### config.mk
export PLATFORM = sky130hd
export DESIGN_NAME = uart_rx_flat
export DESIGN_NICKNAME = d
export VERILOG_FILES = /design/src/rtl/uart_pkg.sv /design/src/rtl/uart_rx_if.sv /design/src/rtl/uart_sync2.sv /design/src/rtl/uart_rx.sv /design/src/flat_wrapper.sv
export SDC_FILE = /design/constraint.sdc
export NUM_CORES = 1
export LEC_CHECK = 0
export ABC_CLOCK_PERIOD_IN_PS = 1900
export CAP_MARGIN = 20
export CORE_MARGIN = 1.5
export CORE_UTILIZATION = 50
export CTS_BUF_LIST = sky130_fd_sc_hd__clkbuf_8
export CTS_CLUSTER_SIZE = 20
export DETAILED_ROUTE_END_ITERATION = 16
export DONT_BUFFER_PORTS = 1
export MAX_ROUTING_LAYER = met4
export PLACE_DENSITY = 0.68
export SETUP_SLACK_MARGIN = 0.3
export SLEW_MARGIN = 25
export SYNTH_ARGS = -nofsm -noshare
export SYNTH_HDL_FRONTEND = slang
export SYNTH_SLANG_ARGS = --single-unit
### constraint.sdc
create_clock -name clk -period 1.9 [get_ports clk]
set_clock_uncertainty 0.05 [all_clocks]
set_input_delay 0.285 -clock clk [delete_from_list [all_inputs] [get_ports clk]]
set_output_delay 0.285 -clock clk [all_outputs]
set_load 0.01 [all_outputs]
### src/rtl/uart_pkg.sv
// rtl/uart_pkg.sv - shared constants and FSM state type for uart_rx (PARITY state under UART_RX_PARITY_EN)
package uart_pkg;

    localparam int DEF_CLKS_PER_BIT = 868;
    localparam int DEF_DATA_BITS    = 8;

    typedef enum logic [2:0] {
        S_IDLE,
        S_START,
        S_DATA,
`ifdef UART_RX_PARITY_EN
        S_PARITY,
`endif
        S_STOP
    } state_t;

endpackage

### src/rtl/uart_rx_if.sv
// rtl/uart_rx_if.sv - received-data bundle of uart_rx (parity_err present under UART_RX_PARITY_EN)
interface uart_rx_if
    import uart_pkg::*;
#(
    parameter int DATA_BITS = DEF_DATA_BITS
);

    logic [DATA_BITS-1:0] data_out;
    logic                 data_valid;
    logic                 frame_err;
    logic                 busy;
`ifdef UART_RX_PARITY_EN
    logic                 parity_err;
`endif

    modport master (
        output data_out,
        output data_valid,
        output frame_err,
`ifdef UART_RX_PARITY_EN
        output parity_err,
`endif
        output busy
    );

    modport slave (
        input data_out,
        input data_valid,
        input frame_err,
`ifdef UART_RX_PARITY_EN
        input parity_err,
`endif
        input busy
    );

endinterface

### src/rtl/uart_sync2.sv
// rtl/uart_sync2.sv - two-flop synchronizer for the serial line, resets to the idle-high level
module uart_sync2 (
    input  logic clk,
    input  logic rst,
    input  logic d_i,
    output logic q_o
);

    logic meta_q;
    logic sync_q;

    // Two-stage capture of the asynchronous line; both stages reset to line-idle (high)
    always_ff @(posedge clk or negedge rst) begin
        if (!rst) begin
            meta_q <= 1'b1;
            sync_q <= 1'b1;
        end else begin
            meta_q <= d_i;
            sync_q <= meta_q;
        end
    end

    assign q_o = sync_q;

endmodule

### src/rtl/uart_rx.sv
// rtl/uart_rx.sv - UART receiver, 8N1 by default, even parity check when UART_RX_PARITY_EN is defined
module uart_rx
    import uart_pkg::*;
#(
    parameter int CLKS_PER_BIT = DEF_CLKS_PER_BIT,
    parameter int DATA_BITS    = DEF_DATA_BITS
) (
    input  logic      clk,
    input  logic      rst,
    input  logic      rx,
    uart_rx_if.master rx_if
);

    localparam int CNT_W = $clog2(CLKS_PER_BIT);
    localparam int BIT_W = $clog2(DATA_BITS + 1);

    // Sample points: mid start bit after half a bit, then every full bit
    localparam logic [CNT_W-1:0] CNT_HALF = CNT_W'(CLKS_PER_BIT / 2 - 1);
    localparam logic [CNT_W-1:0] CNT_LAST = CNT_W'(CLKS_PER_BIT - 1);
    localparam logic [BIT_W-1:0] BIT_LAST = BIT_W'(DATA_BITS - 1);

    logic                 rx_s;
    logic                 rx_prev_q;
    logic                 fall_q;
    logic                 fall_d;

    state_t               state_q;
    logic [CNT_W-1:0]     baud_q;
    logic [BIT_W-1:0]     bit_q;
    logic [DATA_BITS-1:0] shift_q;
    logic [DATA_BITS-1:0] data_q;
    logic                 valid_q;
    logic                 ferr_q;
    logic                 busy_q;
    logic                 par_bad;
`ifdef UART_RX_PARITY_EN
    logic                 par_q;
    logic                 perr_q;
`endif

    uart_sync2 u_sync (
        .clk (clk),
        .rst (rst),
        .d_i (rx),
        .q_o (rx_s)
    );

    // A start is a high-to-low transition of the synchronized line, never a held low level
    assign fall_d = rx_prev_q & ~rx_s;

`ifdef UART_RX_PARITY_EN
    // Even parity: data bits plus the received parity bit must XOR to zero
    assign par_bad = ^{shift_q, par_q};
`else
    assign par_bad = 1'b0;
`endif

    // Remember the last line level and the last cycle's edge, so an edge landing on the
    // final STOP cycle is still seen once the FSM is back in IDLE
    always_ff @(posedge clk or negedge rst) begin
        if (!rst) begin
            rx_prev_q <= 1'b1;
            fall_q    <= 1'b0;
        end else begin
            rx_prev_q <= rx_s;
            fall_q    <= fall_d;
        end
    end

    // Frame FSM with baud/bit counters, shift register and registered status outputs
    always_ff @(posedge clk or negedge rst) begin
        if (!rst) begin
            state_q <= S_IDLE;
            baud_q  <= '0;
            bit_q   <= '0;
            shift_q <= '0;
            data_q  <= '0;
            valid_q <= 1'b0;
            ferr_q  <= 1'b0;
            busy_q  <= 1'b0;
`ifdef UART_RX_PARITY_EN
            par_q   <= 1'b0;
            perr_q  <= 1'b0;
`endif
        end else begin
            valid_q <= 1'b0;
            ferr_q  <= 1'b0;
`ifdef UART_RX_PARITY_EN
            perr_q  <= 1'b0;
`endif
            case (state_q)
                S_IDLE: begin
                    baud_q <= '0;
                    bit_q  <= '0;
                    if (fall_d || fall_q) begin
                        state_q <= S_START;
                        busy_q  <= 1'b1;
                    end
                end

                S_START: begin
                    if (baud_q == CNT_HALF) begin
                        baud_q <= '0;
                        if (!rx_s) begin
                            state_q <= S_DATA;
                        end else begin
                            // Line already high again mid start bit: treat as a glitch
                            state_q <= S_IDLE;
                            busy_q  <= 1'b0;
                        end
                    end else begin
                        baud_q <= baud_q + CNT_W'(1);
                    end
                end

                S_DATA: begin
                    if (baud_q == CNT_LAST) begin
                        baud_q  <= '0;
                        shift_q <= {rx_s, shift_q[DATA_BITS-1:1]};
                        if (bit_q == BIT_LAST) begin
                            bit_q   <= '0;
`ifdef UART_RX_PARITY_EN
                            state_q <= S_PARITY;
`else
                            state_q <= S_STOP;
`endif
                        end else begin
                            bit_q <= bit_q + BIT_W'(1);
                        end
                    end else begin
                        baud_q <= baud_q + CNT_W'(1);
                    end
                end

`ifdef UART_RX_PARITY_EN
                S_PARITY: begin
                    if (baud_q == CNT_LAST) begin
                        baud_q  <= '0;
                        par_q   <= rx_s;
                        state_q <= S_STOP;
                    end else begin
                        baud_q <= baud_q + CNT_W'(1);
                    end
                end
`endif

                S_STOP: begin
                    if (baud_q == CNT_LAST) begin
                        baud_q  <= '0;
                        state_q <= S_IDLE;
                        busy_q  <= 1'b0;
                        // A low stop bit is reported as a framing error only; parity is
                        // judged on frames that are otherwise well formed
                        if (!rx_s) begin
                            ferr_q <= 1'b1;
                        end else if (par_bad) begin
`ifdef UART_RX_PARITY_EN
                            perr_q <= 1'b1;
`endif
                        end else begin
                            data_q  <= shift_q;
                            valid_q <= 1'b1;
                        end
                    end else begin
                        baud_q <= baud_q + CNT_W'(1);
                    end
                end

                default: begin
                    state_q <= S_IDLE;
                    busy_q  <= 1'b0;
                end
            endcase
        end
    end

    assign rx_if.data_out   = data_q;
    assign rx_if.data_valid = valid_q;
    assign rx_if.frame_err  = ferr_q;
    assign rx_if.busy       = busy_q;
`ifdef UART_RX_PARITY_EN
    assign rx_if.parity_err = perr_q;
`endif

endmodule

### src/flat_wrapper.sv
// flat-port wrapper written by rule: the top's interface ports become plain ports
module uart_rx_flat import uart_pkg::*;
#(
    parameter int CLKS_PER_BIT = DEF_CLKS_PER_BIT,
    parameter int DATA_BITS    = DEF_DATA_BITS
)
  (clk, rst, rx, rx_if_data_out, rx_if_data_valid, rx_if_frame_err, rx_if_busy);
  uart_rx_if #(.DATA_BITS(DATA_BITS)) rx_if_i ();
  input  logic clk;
  input  logic rst;
  input  logic rx;
  output wire logic [$bits(rx_if_i.data_out)-1:0] rx_if_data_out;
  output wire logic [$bits(rx_if_i.data_valid)-1:0] rx_if_data_valid;
  output wire logic [$bits(rx_if_i.frame_err)-1:0] rx_if_frame_err;
  output wire logic [$bits(rx_if_i.busy)-1:0] rx_if_busy;
  assign rx_if_data_out = rx_if_i.data_out;
  assign rx_if_data_valid = rx_if_i.data_valid;
  assign rx_if_frame_err = rx_if_i.frame_err;
  assign rx_if_busy = rx_if_i.busy;
  uart_rx #(.CLKS_PER_BIT(CLKS_PER_BIT), .DATA_BITS(DATA_BITS)) u_core (.clk(clk), .rst(rst), .rx(rx), .rx_if(rx_if_i));
endmodule
=== Word level (Yosys, flattened, before mapping) ===
Cells that the tools add are included.
W data, S select, Z words.

* Add/subtract/negate cells: 2
* Equal/unequal tests: 12
* Multiplexer cells: 24
* Bitwise operators: 3
* Reduce and logical (&&, ||, !) cells: 10

{| class="wikitable"
|+ Operators with widths
! cell !! count
|-
| $pmux W10 S3 || 1
|-
| $mux W10 || 2
|-
| $mux W3 || 5
|-
| $pmux W3 S4 || 1
|-
| $add A10 B1 Y10 const B || 1
|-
| $eq A10 B10 Y1 const B || 1
|-
| $eq A10 B9 Y1 const B || 1
|-
| $mux W1 || 10
|-
| $ne A2 B1 Y1 const B || 5
|-
| $reduce_and A5 Y1 || 2
|-
| $mux W4 || 2
|-
| $pmux W4 S2 || 1
|-
| $eq A3 B2 Y1 const B || 2
|-
| $add A4 B1 Y4 const B || 1
|-
| $eq A4 B3 Y1 const B || 1
|-
| $pmux W1 S4 || 1
|-
| $reduce_and A2 Y1 || 2
|-
| $eq A3 B1 Y1 const B || 1
|-
| $logic_not A3 Y1 || 1
|-
| $reduce_and A3 Y1 || 1
|-
| $reduce_bool A3 Y1 || 1
|-
| $mux W2 || 1
|-
| $ne A2 B2 Y1 const B || 1
|-
| $not A1 Y1 || 2
|-
| other kinds (4) || 4
|}

* Flip-flop bits (word level): 40
* Bits of input ports: 3
* Output and inout port bits: 11
* Logic and storage cells: 63

=== Longest topological paths before layout ===
* Depth in word-level cells: 5
* Depth in mapped cells: 6
* Depth with buffers taken out: 5

=== Modules after synthesis ===
From an unflattened synthesis, not the netlist that was laid out.

* Cells, all modules: 140
* Area, all modules: 1726.7 µm²

{| class="wikitable"
|+ Modules (own cells, without submodules)
! module !! instances !! cells an instance !! area an instance (µm²) !! sequential area each (µm²)
|-
| uart_rx || 1 || 138 || 1674.1 || 927.1
|-
| uart_sync2 || 1 || 2 || 52.6 || 52.6
|}

=== Worst setup path before layout ===
Ideal clock, no wire load.

* Path type: reg2reg
* Start: register u_core.baud_q[0]
* End: register u_core.data_q[0] (netlist: u_core.rx_if.data_out[0])
* Setup time: 0.125 ns
* Arrival time: 1.754 ns
* Required time: 1.725 ns
* Slack: -0.029 ns
* Cell stages (with the launch flop): 7
* Buffers on the path: 1
* Clock period less this slack: 1.929 ns
* Cell sequence: dfrtp_1 -> ha_1 -> nand4b_4 -> or3_1 -> buf_6 -> nor2_8 -> mux2_4

* Cells in the longest elaborated chain, start to end: 2

{| class="wikitable"
|+ RTL lines
! element !! RTL line !! text
|-
| start, declared || uart_rx.sv:28 || <nowiki>logic [CNT_W-1:0] baud_q;</nowiki>
|-
| start signal, assigned || uart_rx.sv:112 || <nowiki>baud_q <= baud_q + CNT_W'(1);</nowiki>
|-
| start signal, assigned || uart_rx.sv:131 || <nowiki>baud_q <= baud_q + CNT_W'(1);</nowiki>
|-
| start signal, assigned || uart_rx.sv:165 || <nowiki>baud_q <= baud_q + CNT_W'(1);</nowiki>
|-
| $eq A10 B10 Y1 || uart_rx.sv:148 || <nowiki>if (baud_q == CNT_LAST) begin</nowiki>
|-
| $reduce_and A3 Y1 (no source line) || n/a ||
|-
| end signal, assigned || uart_rx.sv:161 || <nowiki>data_q <= shift_q;</nowiki>
|-
| end, declared || uart_rx.sv:31 || <nowiki>logic [DATA_BITS-1:0] data_q;</nowiki>
|}

No other way between the ends.
A chain may end at the register's enable or synchronous reset.

=== Final worst setup path ===
* Start: register u_core.baud_q[1]
* End: register u_core.baud_q[3]

* Cells in the longest elaborated chain, start to end: 3
* Elaborated cells between the ends (all ways): 6
* Those cells by class: add/sub (1); eq/ne (2); mux (3)

{| class="wikitable"
|+ RTL lines
! element !! RTL line !! text
|-
| $add A10 B1 Y10, or another cell as far along || uart_rx.sv:112, uart_rx.sv:131, uart_rx.sv:165 ||
|-
| $mux W10, on equally long branches || uart_rx.sv:117, uart_rx.sv:148, uart_rx.sv:102 ||
|-
| $pmux W10 S3 (*) || uart_rx.sv:91 || <nowiki>case (state_q)</nowiki>
|}

Mark *: on every way between the ends. The rest lies on a longest branch, timed or not.

==> results.md <==
* **Tot GR Track Use** 0.197
* **Buffers on Ports** 0
* **detailed-routing wirelength on met1** 1.54 mm
* **CTS Sinks** 39
* **area fraction in compound gates after synthesis** 0.0702
* **CP startpoint kind** flip-flop
* **worst IR drop on VDD** 0.000555 V
* **Routability Congestion** 0.816
* **Cell Area, Synth** 1780 sq um
* **number of buffers added by the clock tree synthesis step** 5
* **area overhead of the layout relative to synthesis** 23.4%
* **portion of the post-synthesis area used by sequential elements** 0.549
* **Synth area leader** sky130_fd_sc_hd__dfrtp_1
* **Initial Utilization** 0.526
* **Max transition margin** 0.749
* **Antenna Violating Nets Remaining** 0
* **placed inst area** 1970 sq um
* **Critical Path Max Stage Delay** 0.40 ns
* **via count of the first global-routing pass** 1199
* **Initial DRC Count** 82
* **Power Density** 859 nW/um^2
* **Synth Warn #** 0
* **FFs w/ async S/R, synth** 1.00
* **leak pwr** 0.00107 uW
* **I/O pins** 14
* **root buf cell** sky130_fd_sc_hd__clkbuf_8
* **Final #Nets** 175
* **Die Ht** 62.7 microns
* **sum of net half-perimeters after detailed placement** 2.18 mm
* **critical setup path kind** flip-flop to flip-flop
* **maximum number of pins on one net before global-route repair** 40
* **syn nets** 146
* **total grt overflow** 0
* **total number of placement rows** 21
* **number of synthesized register bits** 39
* **vias** 1176
* **Total Routed Length** 3.35 mm
* **Worst Max-Slew Pin Slew** 0.374 ns
* **routed length on met3** 98 microns
* **Largest delay share family, worst path** simple AND/OR/NAND/NOR gates
* **Filler Cell Count** 258
* **commonest non-fill, non-tap cells in the layout** 36 x sky130_fd_sc_hd__dfrtp_1, 17 x sky130_fd_sc_hd__buf_4, 14 x sky130_fd_sc_hd__mux2_4, 13 x sky130_fd_sc_hd__nor2_1, 11 x sky130_fd_sc_hd__nand2_1
* **fraction of final layout cells sized beyond drive strength 1** 0.359
* **area occupied by registers** 980 sq um
* **result of the run** finished, final reports clean
* **die footprint** 3930 sq um
* **number of max-slew violations in the final report** 0
* **Post-synth EDFFs** 0
* **max layer used** met4
* **detailed-router iteration count before antenna repair** 4
* **count of buffering cells on the critical path with inverters included** 2
* **TritonCTS clock tree** yes
* **wire length of the first global-routing pass** 5.76 mm
* **worst hold-check path type** flip-flop to flip-flop
* **Floorplan Core Area** 3390 sq um
* **unrepaired setup endpoints after global routing** yes
* **Peak Freq** 0.563 GHz
* **largest family of logic cells by synthesized area** simple AND/OR/NAND/NOR gates
* **CP max-delay cell** sky130_fd_sc_hd__or3_4
* **clock transition time at the flip-flop clock pins of the worst setup and hold paths** 0.07 ns
* **maximum fanout count along the critical path** 10
* **DRC errors left** 0
* **max-cap violation count** 0
* **latest clock arrival within the worst-skew pair** 0.29 ns
* **fraction of synthesized area in multiplexers** 0.118
* **routed length per placed instance** 15.5 microns
* **number of failing hold endpoints at the final stage** 0
* **final setup fails** 0
* **clock tree buffer depth** 2
* **post-route cell area** 2200 sq um
* **dominant register cell in the synthesized netlist** sky130_fd_sc_hd__dfrtp_1
* **antenna violations before repair** 0
* **mean post-synth cell area** 12.7 sq um
* **summed negative setup slack over all endpoints** 0 ns
* **most frequent standard cell in the layout excluding fill and tap cells** sky130_fd_sc_hd__dfrtp_1
* **routed length on met2** 1.67 mm
* **worst path cell trace** ha_4, nand4b_4, or3_4, buf_4, a22oi_4, buf_12, nor2_1
* **number of diodes added for antenna fixing** 0
* **Critical Path Sink Type** flip-flop
* **total area of multi-input combinational cells** 841 sq um
* **synth top area cells** sky130_fd_sc_hd__dfrtp_1 51%, sky130_fd_sc_hd__mux2_4 6.7%, sky130_fd_sc_hd__mux2_2 5.1%, sky130_fd_sc_hd__dfstp_2 4.4%, sky130_fd_sc_hd__nor2_1 2.7%
* **horizontal extent of the die** 62.7 microns
* **clock period minus worst slack** 1.78 ns
* **H-Tree Level Count** 2
* **area fraction in and, or, nand and nor cells after synthesis** 0.187
* **number of standard cells after synthesis** 140
* **via density per instance** 5.44
* **area share of fa/ha/maj cells after synthesis** 0.0211
* **Critical Path AT** 1.90 ns
* **number of unique standard cell types used by synthesis** 39
* **area share of xor/xnor cells in the synthesized design** 0.0393
* **ratio of final minimum period to clock period** 0.935
* **Worst Path Required** 2.03 ns
* **top-area cell type share of the netlist area** 0.505
## per-stage QoR
stage | power [uW] | cells | util | hold WS [ns] | setup WS, ns
5_1_grt | 1990 | 216 | 0.649 | 0.316 | 0.0596
3_3_place_gp | 1280 | 197 | 0.583 | -0.0591 | 0.0744
2_1_floorplan | 1170 | 140 | - | -0.0606 | 0.0544
3_5_place_dp | 1290 | 197 | 0.583 | -0.0593 | 0.0130
6_report | 1890 | 216 | 0.649 | 0.310 | 0.124
4_1_cts | 1880 | 212 | 0.636 | 0.310 | 0.104
## routing by layer
| metal | global-route usage | up-vias |
|---|---|---|
| met3 | 0.0505 | 4 |
| met4 | 0.0778 | 0 |
| met5 | - | - |
| met2 | 0.297 | 15 |
| li1 | - | 551 |
| met1 | 0.258 | 606 |
## flip-flops by register name, summed over array words and instances (netlist names)
register / count
u_core.u_sync.q_o: 1
u_core.rx_if.frame_err: 1
u_core.baud_q: 10
u_core.bit_q: 4
u_core.rx_if.data_out: 8
u_core.rx_if.busy: 1
u_core.state_q: 2
u_core.shift_q: 8
u_core.rx_if.data_valid: 1
u_core.u_sync.meta_q: 1
u_core.rx_prev_q: 1
u_core.fall_q: 1
## cells in the mapped netlist, types with 2 or more instances
cell	number
sky130_fd_sc_hd__clkbuf_1	2
sky130_fd_sc_hd__nor2_1	13
sky130_fd_sc_hd__dfstp_2	3
sky130_fd_sc_hd__nor3_1	2
sky130_fd_sc_hd__nor4_1	3
sky130_fd_sc_hd__nor2b_1	2
sky130_fd_sc_hd__mux2_2	8
sky130_fd_sc_hd__inv_1	2
sky130_fd_sc_hd__xnor2_1	3
sky130_fd_sc_hd__mux2_4	8
sky130_fd_sc_hd__a21oi_1	2
sky130_fd_sc_hd__xor2_1	5
sky130_fd_sc_hd__o21ai_0	2
sky130_fd_sc_hd__a31oi_1	4
sky130_fd_sc_hd__nand3_1	7
sky130_fd_sc_hd__nand2_1	11
sky130_fd_sc_hd__a221o_1	2
sky130_fd_sc_hd__dfrtp_1	36
sky130_fd_sc_hd__ha_1	3
sky130_fd_sc_hd__nand2b_1	3
## repair_timing
action / CTS / global route
hold buffers: 3 / 0
cloned: 1 / 0
hold endpoints to repair: 40 / 0
endpoints found under the setup margin: 32 / 35
resized for setup: 2 / 4
pin swaps: 2 / 3
setup buffers: 3 / 4
## area by class of cell
cell class                      instances  area share
Clock buffer                            5      0.0313
Clock inverter                          3     0.00739
Inverter                                2     0.00341
Multi-Input combinational cell         97       0.382
Sequential cell                        39       0.445
Tap cell                               46      0.0262
Timing Repair Buffer                   24       0.105
## power by group
part / total [uW] / internal [uW] / switching [uW]
registers: 941 / 892 / 48.6
clock network: 526 / 251 / 275
logic: 423 / 230 / 193
total: 1890 / 1370 / 517
## path summary, 6_finish.rpt
path	from	endpoint	slack, ns	cells past startpoint
max	u_core.baud_q[1]	u_core.baud_q[3]	0.12	7
min	u_core.u_sync.meta_q	u_core.u_sync.q_o	0.31	0
max reg2reg	u_core.baud_q[1]	u_core.baud_q[3]	0.12	7
min reg2reg	u_core.u_sync.meta_q	u_core.u_sync.q_o	0.31	0
max in group asynchronous	rst	u_core.rx_prev_q	1.14	2
min in group asynchronous	rst	u_core.rx_if.data_out[1]	0.40	2
## cell families (layout without fill, tap and decap cells)
family,Yosys count,in the layout
XOR/XNOR,8,8
flip-flops,39,39
AND/OR/NAND/NOR,53,54
AO/OA/AOI/OAI,16,16
multiplexers,16,16
buffers and inverters,5,34
adder cells (fa/ha/maj),3,3
## worst reg2reg max path, cell delays in order, from the launching register on
cell	delay, ns
sky130_fd_sc_hd__dfrtp_1	0.39
sky130_fd_sc_hd__ha_4	0.17
sky130_fd_sc_hd__nand4b_4	0.11
sky130_fd_sc_hd__or3_4	0.40
sky130_fd_sc_hd__buf_4	0.17
sky130_fd_sc_hd__a22oi_4	0.20
sky130_fd_sc_hd__buf_12	0.14
sky130_fd_sc_hd__nor2_1	0.04
Power figures use the tool's default switching activity.
